### config.mk
export PLATFORM = sky130hd
export DESIGN_NAME = cpu_sequencer
export DESIGN_NICKNAME = d
export VERILOG_FILES = /design/src/rtl/cpu_sequencer.sv
export SDC_FILE = /design/constraint.sdc
export NUM_CORES = 1
export LEC_CHECK = 0
export CAP_MARGIN = 20
export CELL_PAD_IN_SITES_DETAIL_PLACEMENT = 1
export CELL_PAD_IN_SITES_GLOBAL_PLACEMENT = 2
export CORE_ASPECT_RATIO = 0.75
export CORE_UTILIZATION = 15
export DETAILED_ROUTE_END_ITERATION = 6
export GPL_ROUTABILITY_DRIVEN = 0
export GPL_TIMING_DRIVEN = 0
export PLACE_DENSITY = 0.77
export SYNTH_ARGS = -nofsm -noshare
export SYNTH_HDL_FRONTEND = slang
export SYNTH_SLANG_ARGS = --single-unit
### constraint.sdc
create_clock -name clk -period 2.3 [get_ports clk]
set_input_delay 0.23 -clock clk [delete_from_list [all_inputs] [get_ports clk]]
set_output_delay 0.23 -clock clk [all_outputs]
set_load 0.02 [all_outputs]
### src/rtl/cpu_sequencer.sv
// Multi-cycle FETCH/EXEC1/EXEC2/HALT sequencer with memory and multiply/divide stall handling.
// Optional retired-instruction counter built only when CPU_SEQ_RETIRE_COUNT_EN is defined.

package codes;
   typedef enum logic [1:0] {
      FETCH = 2'd0,
      EXEC1 = 2'd1,
      EXEC2 = 2'd2,
      HALT  = 2'd3
   } state_t;
endpackage

module cpu_sequencer #(
   parameter int unsigned RETIRE_W = 32
) (
   input  logic                clk,
   input  logic                reset,
   input  logic                ram_access_i,
   input  logic                ram_waitrequest_i,
   input  logic                muldiv_start_i,
   input  logic                muldiv_done_i,
   input  logic                halt_req_i,
   output codes::state_t       state_o,
   output logic                active_o,
   output logic                stall_o,
   output logic                commit_o,
   output logic [RETIRE_W-1:0] retired_o
);
   import codes::*;

   state_t state_q, state_d;
   logic   active_q, active_d;
   logic   pending_q, pending_d;
   logic   mem_stall, md_stall, stall;

   always_comb begin
      mem_stall = ram_access_i & ram_waitrequest_i & active_q;
      md_stall  = (state_q == EXEC2) &
                  ((muldiv_start_i & ~pending_q) | (pending_q & ~muldiv_done_i));
      stall     = mem_stall | md_stall;
   end

   always_comb begin
      state_d   = state_q;
      pending_d = pending_q;
      // A done pulse only counts once the start has been latched into pending.
      if ((state_q == EXEC2) && muldiv_start_i && !pending_q) begin
         pending_d = 1'b1;
      end else if (pending_q && muldiv_done_i) begin
         pending_d = 1'b0;
      end
      if (!stall) begin
         unique case (state_q)
            FETCH:   state_d = EXEC1;
            EXEC1:   state_d = EXEC2;
            EXEC2:   state_d = halt_req_i ? HALT : FETCH;
            HALT:    state_d = HALT;
            default: state_d = FETCH;
         endcase
      end
      active_d = (state_d != HALT);
   end

   always_ff @(posedge clk or posedge reset) begin
      if (reset) begin
         state_q   <= FETCH;
         active_q  <= 1'b1;
         pending_q <= 1'b0;
      end else begin
         state_q   <= state_d;
         active_q  <= active_d;
         pending_q <= pending_d;
      end
   end

`ifdef CPU_SEQ_RETIRE_COUNT_EN
   logic                retire;
   logic [RETIRE_W-1:0] retired_q, retired_d;

   always_comb begin
      retire    = (state_q == EXEC2) & ~stall;
      retired_d = retire ? retired_q + RETIRE_W'(1) : retired_q;
   end

   always_ff @(posedge clk or posedge reset) begin
      if (reset) begin
         retired_q <= '0;
      end else begin
         retired_q <= retired_d;
      end
   end

   assign retired_o = retired_q;
`else
   assign retired_o = '0;
`endif

   assign state_o  = state_q;
   assign active_o = active_q;
   assign stall_o  = stall;
   assign commit_o = active_q & ~stall;

endmodule

==> results_dict.tcl <==
set metrics [dict create \
    hold_class "in -> async" \
    core_area_um2 2980 \
    synth_top_area_frac 0.507 \
    cap_violations 0 \
    grt_max_degree 8 \
    grt_pass1_wl_um 1510 \
    finalSetupViolCount 0 \
    final-seq-area_um2 101 \
    syn_area_um2 474 \
    postRouteWirelength_um 1030 \
    path_cells "clkdlybuf4s50_1, nand2b_1, and2_4, o211a_1, clkdlybuf4s50_1" \
    layout-drive-gt1-share 0.400 \
    antenna_found_initial 0 \
    switching_share 0.368 \
    drt_iter0_markers 15 \
    viasPerCell 3.01 \
    finalCritPeriodShare 0.873 \
    clock_skew_ps 2.89 \
    crit_path_top_delay_cell "clkdlybuf4s50_1" \
    nFillCells 385 \
    ys_seq_area_frac 0.214 \
    grt_pass1_vias 376 \
    dr_total_vias 415 \
    crit_path_frequent_cell "clkdlybuf4s50_1" \
    power_frac_seq 0.216 \
    yosysMostFrequentCell "buf_4" \
    die_y_um 50.7 \
    area_delta_synth_final_pct 67.3 \
    pwr-share-clk 0.305 \
    synth_cells 54 \
    yosys.area.top_type "buf_4" \
    clockBufferDepth 2 \
    grt_overflow 0 \
    p_leak_nw 0.448 \
    drv_slew 0 \
    worstSetupEndpointType "output pin" \
    setup_ws_ps 292 \
    cts_buffers 3 \
    cp_max_fo 5 \
    synthFlopType "dfrtp_1" \
    cp.arrival_ps 1780 \
    p_switching_w 0.000199 \
    synth_seq_cells 4 \
    port_buffers 11 \
    max-vdd-ir-drop_mv 0.161 \
    place_area_um2 748 \
    wl_per_cell_um 7.48 \
    clock_latency_ps 230 \
    cts.sinks 4 \
    multi_input_area_um2 245 \
    dp_slack_ps 304 \
    dp_hpwl_um 898 \
    fmax_mhz 498 \
    root_buffer "clkbuf_8" \
    hold_viol 0 \
    max_stage_delay_ps 600 \
    finalCriticalPeriod_ps 2010 \
    cts_max_level 1 \
    async_flop_share 1.00 \
    cp-start-kind "input pin" \
    dr.pass1.iters 2 \
    ctsHoldBuffers 0 \
    cts_tree "done" \
    start_util 0.159 \
    diodes 0 \
    comb_power_share 0.479 \
    critical_path_class "in -> out" \
    synthTopCellsByArea "buf_4 51%, dfrtp_1 16%, dfstp_2 5.5%, nand2b_4 2.9%, nand2b_1 2.6%" \
    die_w_um 66.9 \
    finalNetCount 108 \
    ys_warn_count 0 \
    cts_resized 0 \
    rsz0062_at_grt "false" \
    drcViolationCount 0 \
    synth_edf_count 0 \
    synth_cell_types 20 \
    io_pins 44 \
    status "complete, no violations" \
    post_cts_buffers 0 \
    worstPathRequired_ps 2070 \
    r2r_slack_ps 1170 \
    rows 17 \
    grtUsageTotal 0.0615 \
    p_int_w 0.000342 \
    die_area_um2 3390 \
    syn_area_per_cell_um2 8.78 \
    clk_pin_slew_ps 40 \
    synth_common_cells "32 x buf_4, 3 x dfrtp_1, 2 x nand2b_1" \
    powerDensity_nw_per_um2 683 \
    tns_ps 0 \
    design_area_um2 793 \
    ant_nets 0 \
]
-- cells in the final DEF (no fill, tap or decap) --
| master | count |
|---|---|
| dfrtp_1 | 3 |
| nor3_2 | 1 |
| nand4b_1 | 1 |
| a41o_1 | 1 |
| nand2_1 | 1 |
| nand2b_1 | 2 |
| o21ai_0 | 1 |
| dfstp_2 | 1 |
| nor2_1 | 1 |
| inv_1 | 1 |
| a22o_1 | 1 |
| nand2b_4 | 1 |
| clkdlybuf4s50_1 | 11 |
| and3b_1 | 1 |
| and2_4 | 1 |
| a31oi_1 | 1 |
| clkbuf_1 | 1 |
| conb_1 | 32 |
| buf_4 | 32 |
| o211a_1 | 1 |
| clkbuf_8 | 3 |
| nand3_2 | 1 |
| o21ai_1 | 1 |
-- power by group through the flow --
| stage | registers (W) | logic [W] | clock network, W |
|---|---|---|---|
| 6_report | 0.000117 | 0.000259 | 0.000165 |
| 4_1_cts | 0.000118 | 0.000258 | 0.000166 |
| 3_5_place_dp | 0.000118 | 0.000257 | 0 |
| 5_1_grt | 0.000121 | 0.000279 | 0.000170 |
| 3_3_place_gp | 0.000117 | 0.000254 | 0 |
| 2_1_floorplan | 0.000130 | 0.000171 | 0 |
-- path summary, 6_finish.rpt --
kind / start / to / cells past startpoint
hold reg to reg: state_o[1] / active_o / 1
setup / recovery: muldiv_done_i / commit_o / 5
hold / removal: reset / state_o[0] / 2
min in group clk: state_o[1] / active_o / 1
setup reg to reg: active_o / state_o[0] / 3
max in group asynchronous: reset / active_o / 2
-- area by class of cell --
class,count,share of cell area
sequential,4,0.128
inverter,1,0.00473
buffer,32,0.303
timing repair buffer,11,0.139
multi-input combinational,48,0.309
clock buffer,4,0.0568
tap,38,0.0599
-- routing by layer --
layer  vias to the layer above  track usage  wire (um)
met5                         -            0          0
met2                        22        0.109        567
li1                        203            -          -
met1                       187       0.0593        354
met3                         3       0.0136         80
met4                         0       0.0532         30
-- cell families (layout without fill, tap and decap cells) --
kind of cell    after synthesis  count (layout)  synth area share
simple gates                 10              10             0.169
flops                         4               4             0.214
compound gates                6               6            0.0950
other cells                   1              32           0.00791
buf+inv                      33              48             0.515
-- stage by stage --
step	power, W	hold slack, ps	utilization	instances
2_1_floorplan	0.000301	-4.64	-	85
3_3_place_gp	0.000371	432	0.251	134
3_5_place_dp	0.000375	440	0.251	134
4_1_cts	0.000541	200	0.266	138
5_1_grt	0.000570	205	0.266	138
6_report	0.000541	191	0.266	138
-- worst max-delay path: cells and delay by family --
family | cells | cell delay [ps]
buffers and inverters | 2 | 1050
AOI/OAI and AO/OA | 1 | 130
and+or+nand+nor | 2 | 360
-- state kept, by name, indices dropped and copies added, names as in the netlist --
register,flops
state_o,2
pending_q,1
active_o,1
No activity file was read; power rests on OpenSTA's default activity.
